### src/rtl/morse_keyer_timing_if.sv
// rtl/morse_keyer_timing_if.sv - symbol stream handshake between keyer and decoder
interface morse_keyer_timing_if #(
  parameter int CW = 3
) ();
  logic          sym_valid;
  logic          sym_ready;
  logic [1:0]    sym_code;
  logic [CW-1:0] sym_count;

  modport master (output sym_valid, output sym_code, output sym_count, input sym_ready);
  modport slave  (input sym_valid, input sym_code, input sym_count, output sym_ready);
endinterface

### src/rtl/morse_keyer_timing.sv
// rtl/morse_keyer_timing.sv - debounced Morse key timing, symbol classifier and symbol FIFO
module morse_keyer_timing #(
  parameter int CLKS_PER_UNIT     = 50_000_000,
  parameter int DEBOUNCE_CLKS     = 500_000,
  parameter int DASH_UNITS        = 2,
  parameter int CHAR_GAP_UNITS    = 2,
  parameter int WORD_GAP_UNITS    = 4,
  parameter int TW                = 4,
  parameter int FIFO_DEPTH        = 4,
  parameter bit BUTTON_ACTIVE_LOW = 1'b1
) (
  input  logic                  clk,
  input  logic                  reset,
  input  logic                  button,
  morse_keyer_timing_if.master  sym,
  output logic                  pressed,
  output logic [TW-1:0]         t,
  output logic                  overflow
);
  localparam int CW  = $clog2(FIFO_DEPTH) + 1;
  localparam int AW  = $clog2(FIFO_DEPTH);
  localparam int DBW = $clog2(DEBOUNCE_CLKS + 1);
  localparam int PSW = $clog2(CLKS_PER_UNIT + 1);

  localparam logic [1:0] SYM_DOT   = 2'd0;
  localparam logic [1:0] SYM_DASH  = 2'd1;
  localparam logic [1:0] SYM_CHAR  = 2'd2;
  localparam logic [1:0] SYM_WORD  = 2'd3;

  typedef enum logic [1:0] {S_IDLE, S_PRESS, S_GAP} state_t;

  logic [1:0]     sync_q;
  logic           key_lvl;
  logic [DBW-1:0] db_cnt;
  logic           key_edge;
  logic [PSW-1:0] presc;
  logic           unit_wrap;
  logic           tick;
  state_t         state;
  logic           push;
  logic [1:0]     push_code;
  logic [1:0]     mem [FIFO_DEPTH];
  logic [AW-1:0]  wr_ptr;
  logic [AW-1:0]  rd_ptr;
  logic [CW-1:0]  count;
  logic           fifo_valid;
  logic           full;
  logic           pop;
  logic           do_push;

  // Two-flop synchroniser; resets to the released level so no phantom press appears
  always_ff @(posedge clk or negedge reset) begin
    if (!reset) sync_q <= {2{BUTTON_ACTIVE_LOW}};
    else        sync_q <= {sync_q[0], button};
  end

  assign key_lvl = sync_q[1] ^ BUTTON_ACTIVE_LOW;

  // Debounce: pressed toggles after DEBOUNCE_CLKS consecutive differing samples
  always_ff @(posedge clk or negedge reset) begin
    if (!reset) begin
      db_cnt   <= '0;
      pressed  <= 1'b0;
      key_edge <= 1'b0;
    end else begin
      key_edge <= 1'b0;
      if (key_lvl == pressed) begin
        db_cnt <= '0;
      end else if (db_cnt == DBW'(DEBOUNCE_CLKS - 1)) begin
        db_cnt   <= '0;
        pressed  <= ~pressed;
        key_edge <= 1'b1;
      end else begin
        db_cnt <= db_cnt + 1'b1;
      end
    end
  end

  assign unit_wrap = (presc == PSW'(CLKS_PER_UNIT - 1));
  assign tick      = unit_wrap && !key_edge;

  // Unit counter: prescaler free-runs, t saturates, both restart on a debounced edge
  always_ff @(posedge clk or negedge reset) begin
    if (!reset) begin
      presc <= '0;
      t     <= '0;
    end else if (key_edge) begin
      presc <= '0;
      t     <= '0;
    end else if (unit_wrap) begin
      presc <= '0;
      if (t != '1) t <= t + 1'b1;
    end else begin
      presc <= presc + 1'b1;
    end
  end

  // Classifier FSM: turns press and gap durations into registered symbol pushes
  always_ff @(posedge clk or negedge reset) begin
    if (!reset) begin
      state     <= S_IDLE;
      push      <= 1'b0;
      push_code <= SYM_DOT;
    end else begin
      push <= 1'b0;
      case (state)
        S_IDLE: begin
          if (key_edge && pressed) state <= S_PRESS;
        end
        S_PRESS: begin
          if (key_edge) begin
            push      <= 1'b1;
            push_code <= (t < TW'(DASH_UNITS)) ? SYM_DOT : SYM_DASH;
            state     <= S_GAP;
          end
        end
        S_GAP: begin
          if (key_edge) begin
            state <= S_PRESS;
          end else if (tick && t == TW'(CHAR_GAP_UNITS - 1)) begin
            push      <= 1'b1;
            push_code <= SYM_CHAR;
          end else if (tick && t == TW'(WORD_GAP_UNITS - 1)) begin
            push      <= 1'b1;
            push_code <= SYM_WORD;
            state     <= S_IDLE;
          end
        end
        default: state <= S_IDLE;
      endcase
    end
  end

  assign fifo_valid    = (count != '0);
  assign full          = (count == CW'(FIFO_DEPTH));
  assign pop           = fifo_valid && sym.sym_ready;
  assign do_push       = push && (!full || pop);
  assign sym.sym_valid = fifo_valid;
  assign sym.sym_code  = fifo_valid ? mem[rd_ptr] : 2'b00;
  assign sym.sym_count = count;

  // FIFO storage needs no reset; unread entries are masked by fifo_valid
  always_ff @(posedge clk) begin
    if (do_push) mem[wr_ptr] <= push_code;
  end

  // FIFO pointers, occupancy and sticky overflow on a dropped push
  always_ff @(posedge clk or negedge reset) begin
    if (!reset) begin
      wr_ptr   <= '0;
      rd_ptr   <= '0;
      count    <= '0;
      overflow <= 1'b0;
    end else begin
      if (do_push) wr_ptr <= wr_ptr + 1'b1;
      if (pop)     rd_ptr <= rd_ptr + 1'b1;
      if (do_push && !pop)      count <= count + 1'b1;
      else if (pop && !do_push) count <= count - 1'b1;
      if (push && full && !pop) overflow <= 1'b1;
    end
  end
endmodule

### src/flat_wrapper.sv
// flat-port wrapper written by rule: the top's interface ports become plain ports
module morse_keyer_timing_flat 
#(
  parameter int CLKS_PER_UNIT     = 50_000_000,
  parameter int DEBOUNCE_CLKS     = 500_000,
  parameter int DASH_UNITS        = 2,
  parameter int CHAR_GAP_UNITS    = 2,
  parameter int WORD_GAP_UNITS    = 4,
  parameter int TW                = 4,
  parameter int FIFO_DEPTH        = 4,
  parameter bit BUTTON_ACTIVE_LOW = 1'b1
)
  (clk, reset, button, pressed, t, overflow, sym_sym_valid, sym_sym_code, sym_sym_count, sym_sym_ready);
  morse_keyer_timing_if #(.CW((3))) sym_i ();
  input  logic clk;
  input  logic reset;
  input  logic button;
  output logic pressed;
  output logic [TW-1:0] t;
  output logic overflow;
  output wire logic [$bits(sym_i.sym_valid)-1:0] sym_sym_valid;
  output wire logic [$bits(sym_i.sym_code)-1:0] sym_sym_code;
  output wire logic [$bits(sym_i.sym_count)-1:0] sym_sym_count;
  input wire logic [$bits(sym_i.sym_ready)-1:0] sym_sym_ready;
  assign sym_sym_valid = sym_i.sym_valid;
  assign sym_sym_code = sym_i.sym_code;
  assign sym_sym_count = sym_i.sym_count;
  assign sym_i.sym_ready = sym_sym_ready;
  morse_keyer_timing #(.CLKS_PER_UNIT(CLKS_PER_UNIT), .DEBOUNCE_CLKS(DEBOUNCE_CLKS), .DASH_UNITS(DASH_UNITS), .CHAR_GAP_UNITS(CHAR_GAP_UNITS), .WORD_GAP_UNITS(WORD_GAP_UNITS), .TW(TW), .FIFO_DEPTH(FIFO_DEPTH), .BUTTON_ACTIVE_LOW(BUTTON_ACTIVE_LOW)) u_core (.clk(clk), .reset(reset), .button(button), .sym(sym_i), .pressed(pressed), .t(t), .overflow(overflow));
endmodule
### config.mk
export PLATFORM = sky130hd
export DESIGN_NAME = morse_keyer_timing_flat
export DESIGN_NICKNAME = d
export VERILOG_FILES = /design/src/rtl/morse_keyer_timing_if.sv /design/src/rtl/morse_keyer_timing.sv /design/src/flat_wrapper.sv
export SDC_FILE = /design/constraint.sdc
export NUM_CORES = 1
export LEC_CHECK = 0
export ABC_AREA = 1
export BUFFER_PORTS_ARGS = -buffer_cell sky130_fd_sc_hd__buf_2
export CAP_MARGIN = 20
export CORE_MARGIN = 8
export CORE_UTILIZATION = 50
export DETAILED_ROUTE_END_ITERATION = 7
export PLACE_DENSITY_LB_ADDON = 0.1
export SLEW_MARGIN = 10
export SYNTH_ARGS = -nofsm -noshare
export SYNTH_HDL_FRONTEND = slang
export SYNTH_SLANG_ARGS = --single-unit
### constraint.sdc
create_clock -name clk -period 2.4 [get_ports clk]
set_input_delay 0.48 -clock clk [delete_from_list [all_inputs] [get_ports clk]]
set_output_delay 0.48 -clock clk [all_outputs]
set_load 0.01 [all_outputs]
# Word level (Yosys, flattened, before mapping)
# Memory sizes are Yosys's and may differ from the RTL's.
# Index checks and enable logic that the tools add are counted.
[word_totals]
ff_bits = 66
latch_bits = 0
ram_bits = 8
mem_bits_ro = 0
in_bits = 4
out_inout_bits = 12
elab_cells = 96
n_memories = 1
[memory_table]
columns = ["name", "words", "word_bits", "read_ports", "rd_ports_with_merged_regs", "wr", "line_no", "text"]
rows = [
  ["u_core.mem", 4, 2, 1, 0, 1, "morse_keyer_timing.sv:42", "logic [1:0] mem [FIFO_DEPTH];"],
]
[classes]
n_addsub = 7
mul = 0
div_mod_pow = 0
n_lt_le_gt_ge = 1
eq_ne = 15
shifts = 0
muxes = 31
bitwise = 3
n_reduce_logical = 25
[ops]
columns = ["op", "n"]
rows = [
  ["26-bit 2-to-1 mux", 2],
  ["19-bit 2-to-1 mux", 2],
  ["26-bit by 1-bit adder with 26-bit output, second input constant", 1],
  ["26-bit == test, second input constant", 1],
  ["2-bit 2-to-1 mux", 10],
  ["19-bit by 1-bit adder with 19-bit output, second input constant", 1],
  ["19-bit == test, second input constant", 1],
  ["4-bit 2-to-1 mux", 3],
  ["1-bit logical AND", 10],
  ["1-bit 2-to-1 mux", 9],
  ["4-bit AND reduction", 2],
  ["2-bit nonzero test", 4],
  ["3-bit 2-to-1 mux", 2],
  ["3-bit by 1-bit inequality test with 1-bit output, second input constant", 2],
  ["2-bit one-hot mux with 3 select lines", 1],
  ["2-bit by 1-bit adder with 2-bit output, second input constant", 2],
  ["4-bit by 1-bit adder with 4-bit output, second input constant", 1],
  ["4-bit by 1-bit == test with 1-bit output, second input constant", 1],
  ["4-bit by 2-bit == test with 1-bit output, second input constant", 1],
  ["1-bit logical NOT", 4],
  ["4-bit by 2-bit less-than comparator with 1-bit output, second input constant", 1],
  ["2-bit by 1-bit inequality test with 1-bit output, second input constant", 2],
  ["4-bit inequality test, second input constant", 1],
  ["2-bit one-hot mux with 2 select lines", 1],
  ["other kinds (14)", 17],
]

# Depth between registers and ports, before layout
[depth]
ltp_word = 8
ltp_mapped = 11
ltp_nobuf = 11

# Least setup slack after synthesis
# No wires, ideal clock.
[synth_path]
kind = "register -> register"
from = "register u_core.count[0] (netlist: u_core.sym.sym_count[0])"
to = "register u_core.count[2] (netlist: u_core.sym.sym_count[2])"
setup_time_ns = 0.131
t_arrival_ns = 2.112
required_ns = 2.269
slack_ns = 0.158
path_stages_with_launch = 11
synth_period_minus_slack_ns = 2.242
path_cell_list = "dfrtp_1 nor2_1 nand2_1 nand2_1 a31oi_1 ha_1 inv_1 fa_1 a21oi_1 o21ai_0 xor2_1"
[synth_between]
elab_chain_cells = 7
word_cells_on_any_way = 15
cone_classes = "2 x add/sub; 1 x eq/ne; 2 x mux; 10 x reduce/logical"
[synth_rtl]
columns = ["item", "line_no", "text"]
rows = [
  ["start, declared", "morse_keyer_timing.sv:45", "logic [CW-1:0] count;"],
  ["start signal, assigned", "morse_keyer_timing.sv:157", "if (do_push && !pop) count <= count + 1'b1;"],
  ["start signal, assigned", "morse_keyer_timing.sv:158", "else if (pop && !do_push) count <= count - 1'b1;"],
  ["3-bit nonzero test (*)", "morse_keyer_timing.sv:134", "assign fifo_valid = (count != '0);"],
  ["via sym_sym_valid", "flat_wrapper.sv:21", "output wire logic [$bits(sym_i.sym_valid)-1:0] sym_sym_valid;"],
  ["1-bit logical AND (*)", "morse_keyer_timing.sv:136", "assign pop = fifo_valid && sym.sym_ready;"],
  ["1-bit logical OR (*)", "morse_keyer_timing.sv:137", "assign do_push = push && (!full || pop);"],
  ["1-bit logical AND (*)", "morse_keyer_timing.sv:137", ""],
  ["via u_core.do_push", "morse_keyer_timing.sv:49", "logic do_push;"],
  ["1-bit logical NOT", "morse_keyer_timing.sv:158", ""],
  ["1-bit logical AND", "morse_keyer_timing.sv:158", ""],
  ["2-bit nonzero test (no source line)", "n/a", ""],
]
# Mark *: on every way through the listed nets, which the timed path passes. The rest lies on a longest branch. The select of a mux whose other input is x is not followed.
# A chain may end at the register's enable or synchronous reset.

# Worst setup path in the final report
[layout_path]
from = "register u_core.count[0] (netlist: u_core.sym.sym_count[0])"
to = "register u_core.count[1] (netlist: u_core.sym.sym_count[1])"
[layout_between]
elab_chain_cells = 7
word_cells_on_any_way = 15
cone_classes = "2 x add/sub; 1 x eq/ne; 2 x mux; 10 x reduce/logical"
[layout_rtl]
columns = ["item", "line_no"]
rows = [
  ["3-bit == test or 3-bit nonzero test (tied branches)", "morse_keyer_timing.sv:135, morse_keyer_timing.sv:134"],
  ["1-bit logical NOT or 1-bit logical AND (tied branches)", "morse_keyer_timing.sv:137, morse_keyer_timing.sv:136"],
  ["1-bit logical OR (*)", "morse_keyer_timing.sv:137"],
  ["1-bit logical AND (*)", "morse_keyer_timing.sv:137"],
  ["via u_core.do_push", "morse_keyer_timing.sv:49"],
  ["1-bit logical NOT", "morse_keyer_timing.sv:158"],
  ["1-bit logical AND", "morse_keyer_timing.sv:158"],
  ["2-bit nonzero test (no source line)", "n/a"],
]
# Marked as above.

==> flow_metrics.tcl <==
set metrics [dict create \
    syn_area_per_cell_um2 8.12 \
    clk_latency_ps 350 \
    min_path_type "in -> async" \
    finalWorstSetupSlack_ps 245 \
    rsz0062_at_grt "false" \
    ir_worst_vdd_v 0.000242 \
    die_w_um 107 \
    worstPathRequired_ps 2650 \
    finalSetupTns_ps 0 \
    place.gp.congestion 0.846 \
    post-route-period-util 0.898 \
    syn_to_final_growth_pct 10.5 \
    drv_cap 0 \
    synth_top_cells_by_count "nand2_1 (92), nor2_1 (92), inv_1 (73), dfrtp_1 (64), a21oi_1 (30)" \
    timing.fmax_mhz 464 \
    vias 3326 \
    numClockSinks 74 \
    cp_max_fo 4 \
    async_reset_ff_frac 0.892 \
    grt_pass1_wl_um 14800 \
    pwr_density_cell_mw_per_mm2 584 \
    yosysUniqueCellTypes 42 \
    yosys_register_bits 74 \
    clk_path_buf_depth 2 \
    comb_power_share 0.121 \
    synth_top_area_cell "dfrtp_1" \
    period_needed_ps 2150 \
    clockRootBuffer "clkbuf_8" \
    n_antenna_cell 0 \
    htree_levels 3 \
    cts_buffers 9 \
    max_slew.worst_pin.slew_ps 480 \
    top_usage_layer "met2" \
    p_int_mw 1.90 \
    grt_overflow 0 \
    status "completed" \
    grt_pass1_vias 3278 \
    grt_use_met3 0.0282 \
    port_buffers 15 \
    track_usage 0.157 \
    synth_top_cell_area_share 0.386 \
    drt_iter0_drc 120 \
    initial_core_util 0.510 \
    ys.warnings.count 0 \
    leakage_nw 2.08 \
    drcViolationCount 0 \
    syn_area_mm2 0.00415 \
    met2_usage 0.246 \
    cts.clk_slew.worst_paths_ps 90 \
    finalHoldViolations 0 \
    die_h_um 107 \
    ys_seq_area_frac 0.456 \
    wl_um 8280 \
    synth_fp_nets 530 \
    ioPinCount 16 \
    seqPwrFrac 0.516 \
    synthFlopType "dfrtp_1" \
    switching_share 0.290 \
    clockPowerShare 0.364 \
    drt.antenna.violating_nets 0 \
    slew_headroom 0.680 \
    critPathCaptureType "flip-flop" \
    fin_skew_ps 12.0 \
    grt_antenna_before_repair 0 \
    syn_inst 511 \
    grt_max_degree 28 \
    cts-hold-fix-buffers 0 \
    use_met1 0.206 \
    arrival_ps 2400 \
    num_rows 33 \
    dr.pass1.iters 4 \
    hpwl_um 6220 \
    worstSetupStartpointType "flip-flop" \
    setup_viol 0 \
    switchingPower_mw 0.776 \
    critPathKind "reg -> reg" \
    drive_above_1_share 0.127 \
    pre_cts_ws_ps 222 \
    dieArea_mm2 0.0115 \
    routedWlPerCell_um 12.8 \
    yosys-top-cells-area "dfrtp_1 (39%), nand2_1 (8.3%), nor2_1 (8.3%)" \
    final_core_util 0.564 \
    synth-edff-count 8 \
    drv_slew 0 \
    viasPerCell 5.12 \
    design.core.area_mm2 0.00813 \
    cts_tree "done" \
    nNetsFinal 558 \
]
==> path summary, 6_finish.rpt <==
| kind | depth (start not counted) | start | end | slack (ps) |
|---|---|---|---|---|
| min in group clk | 1 | button | u_core.sync_q[0]$_DFF_PN1_ | 220 |
| worst min register to register | 0 | u_core.sync_q[0]$_DFF_PN1_ | u_core.sync_q[1]$_DFF_PN1_ | 360 |
| worst max register to register | 8 | u_core.sym.sym_count[0]$_DFFE_PN0P_ | u_core.sym.sym_count[1]$_DFFE_PN0P_ | 250 |
| worst min-delay path | 1 | reset | u_core.presc[16]$_DFF_PN0_ | 80 |
| worst max-delay path | 8 | u_core.sym.sym_count[0]$_DFFE_PN0P_ | u_core.sym.sym_count[1]$_DFFE_PN0P_ | 250 |
| max in group asynchronous | 2 | reset | u_core.db_cnt[9]$_DFF_PN0_ | 1600 |
==> repair_timing <==
action | 4_1_cts | 5_1_grt
endpoints found under the hold margin | 0 | 0
gates resized for setup | 0 | 2
setup buffers | 0 | 0
setup endpoints to repair | 0 | 1
==> metrics by stage <==
stage / instances / power, mW / instance area [um2] / hold slack [ps]
2_1_floorplan: 511 / 1.58 / 4150 / 184
3_3_place_gp: 633 / 1.71 / 4370 / 346
3_5_place_dp: 633 / 1.73 / 4370 / 352
4_1_cts: 649 / 2.71 / 4580 / 85.9
5_1_grt: 649 / 2.82 / 4580 / 115
6_report: 649 / 2.68 / 4580 / 75.6
==> layout make-up <==
| cell class | instances | area [um2] |
|---|---|---|
| clock buffer | 10 | 149 |
| clock inverter | 6 | 55.1 |
| fill | 748 | 3550 |
| inverter | 75 | 282 |
| multi-input combinational | 359 | 1960 |
| sequential | 74 | 1890 |
| tap | 105 | 131 |
| timing repair buffer | 20 | 113 |
==> cell families (layout without fill, tap and decap cells) <==
| logic type | count (synthesis) | in the layout | synth area share |
|---|---|---|---|
| and+or+nand+nor | 269 | 269 | 0.312 |
| muxes | 2 | 2 | 0.00513 |
| DFF | 74 | 74 | 0.456 |
| AOI/OAI and AO/OA | 60 | 60 | 0.0790 |
| buffers and inverters | 78 | 111 | 0.0733 |
| adders and majority gates | 15 | 15 | 0.0470 |
| xor gates and xnor gates | 13 | 13 | 0.0274 |
==> worst max-delay path: stages (launching register included) <==
cell and delay, ps:
dfrtp_1 450, nor2_2 200, nand2_1 130, nand2_1 150, a31oi_2 120, ha_1 210
inv_1 100, fa_1 420, mux2_2 270
==> power by group through the flow <==
stage	combinational [mW]	clock (mW)	sequential, mW
global placement	0.315	0	1.40
global route	0.370	1.06	1.39
finish	0.323	0.974	1.38
detailed placement	0.325	0	1.40
CTS	0.328	1.01	1.38
floorplan	0.181	0	1.40
==> cells in the final DEF (no fill, tap or decap), drive strengths merged, types with 2 or more instances in the layout <==
master,count
dfrtp,64
nor2,103
a31oi,3
a21oi,30
nand3,28
nor3,15
ha,14
clkinv,4
nand4,22
inv,77
edfxtp,8
clkbuf,10
o21ai,19
xor2,12
nand2,99
dfstp,2
buf,20
o21bai,2
==> flip-flops by register name, summed over array words and instances (netlist names) <==
| signal | count |
|---|---|
| u_core.state | 2 |
| u_core.mem | 8 |
| u_core.presc | 26 |
| u_core.overflow | 1 |
| u_core.push_code | 2 |
| u_core.key_edge | 1 |
| u_core.db_cnt | 19 |
| u_core.wr_ptr | 2 |
| u_core.sym.sym_count | 3 |
| u_core.pressed | 1 |
| u_core.t | 4 |
| u_core.push | 1 |
| u_core.sync_q | 2 |
| u_core.rd_ptr | 2 |
==> layer usage <==
layer  share of wire  vias up
li1                -     1708
met1            0.48     1557
met2            0.46       48
met3           0.042       13
met4           0.017        0
met5               0        -
No activity file was read; power rests on OpenSTA's default activity.
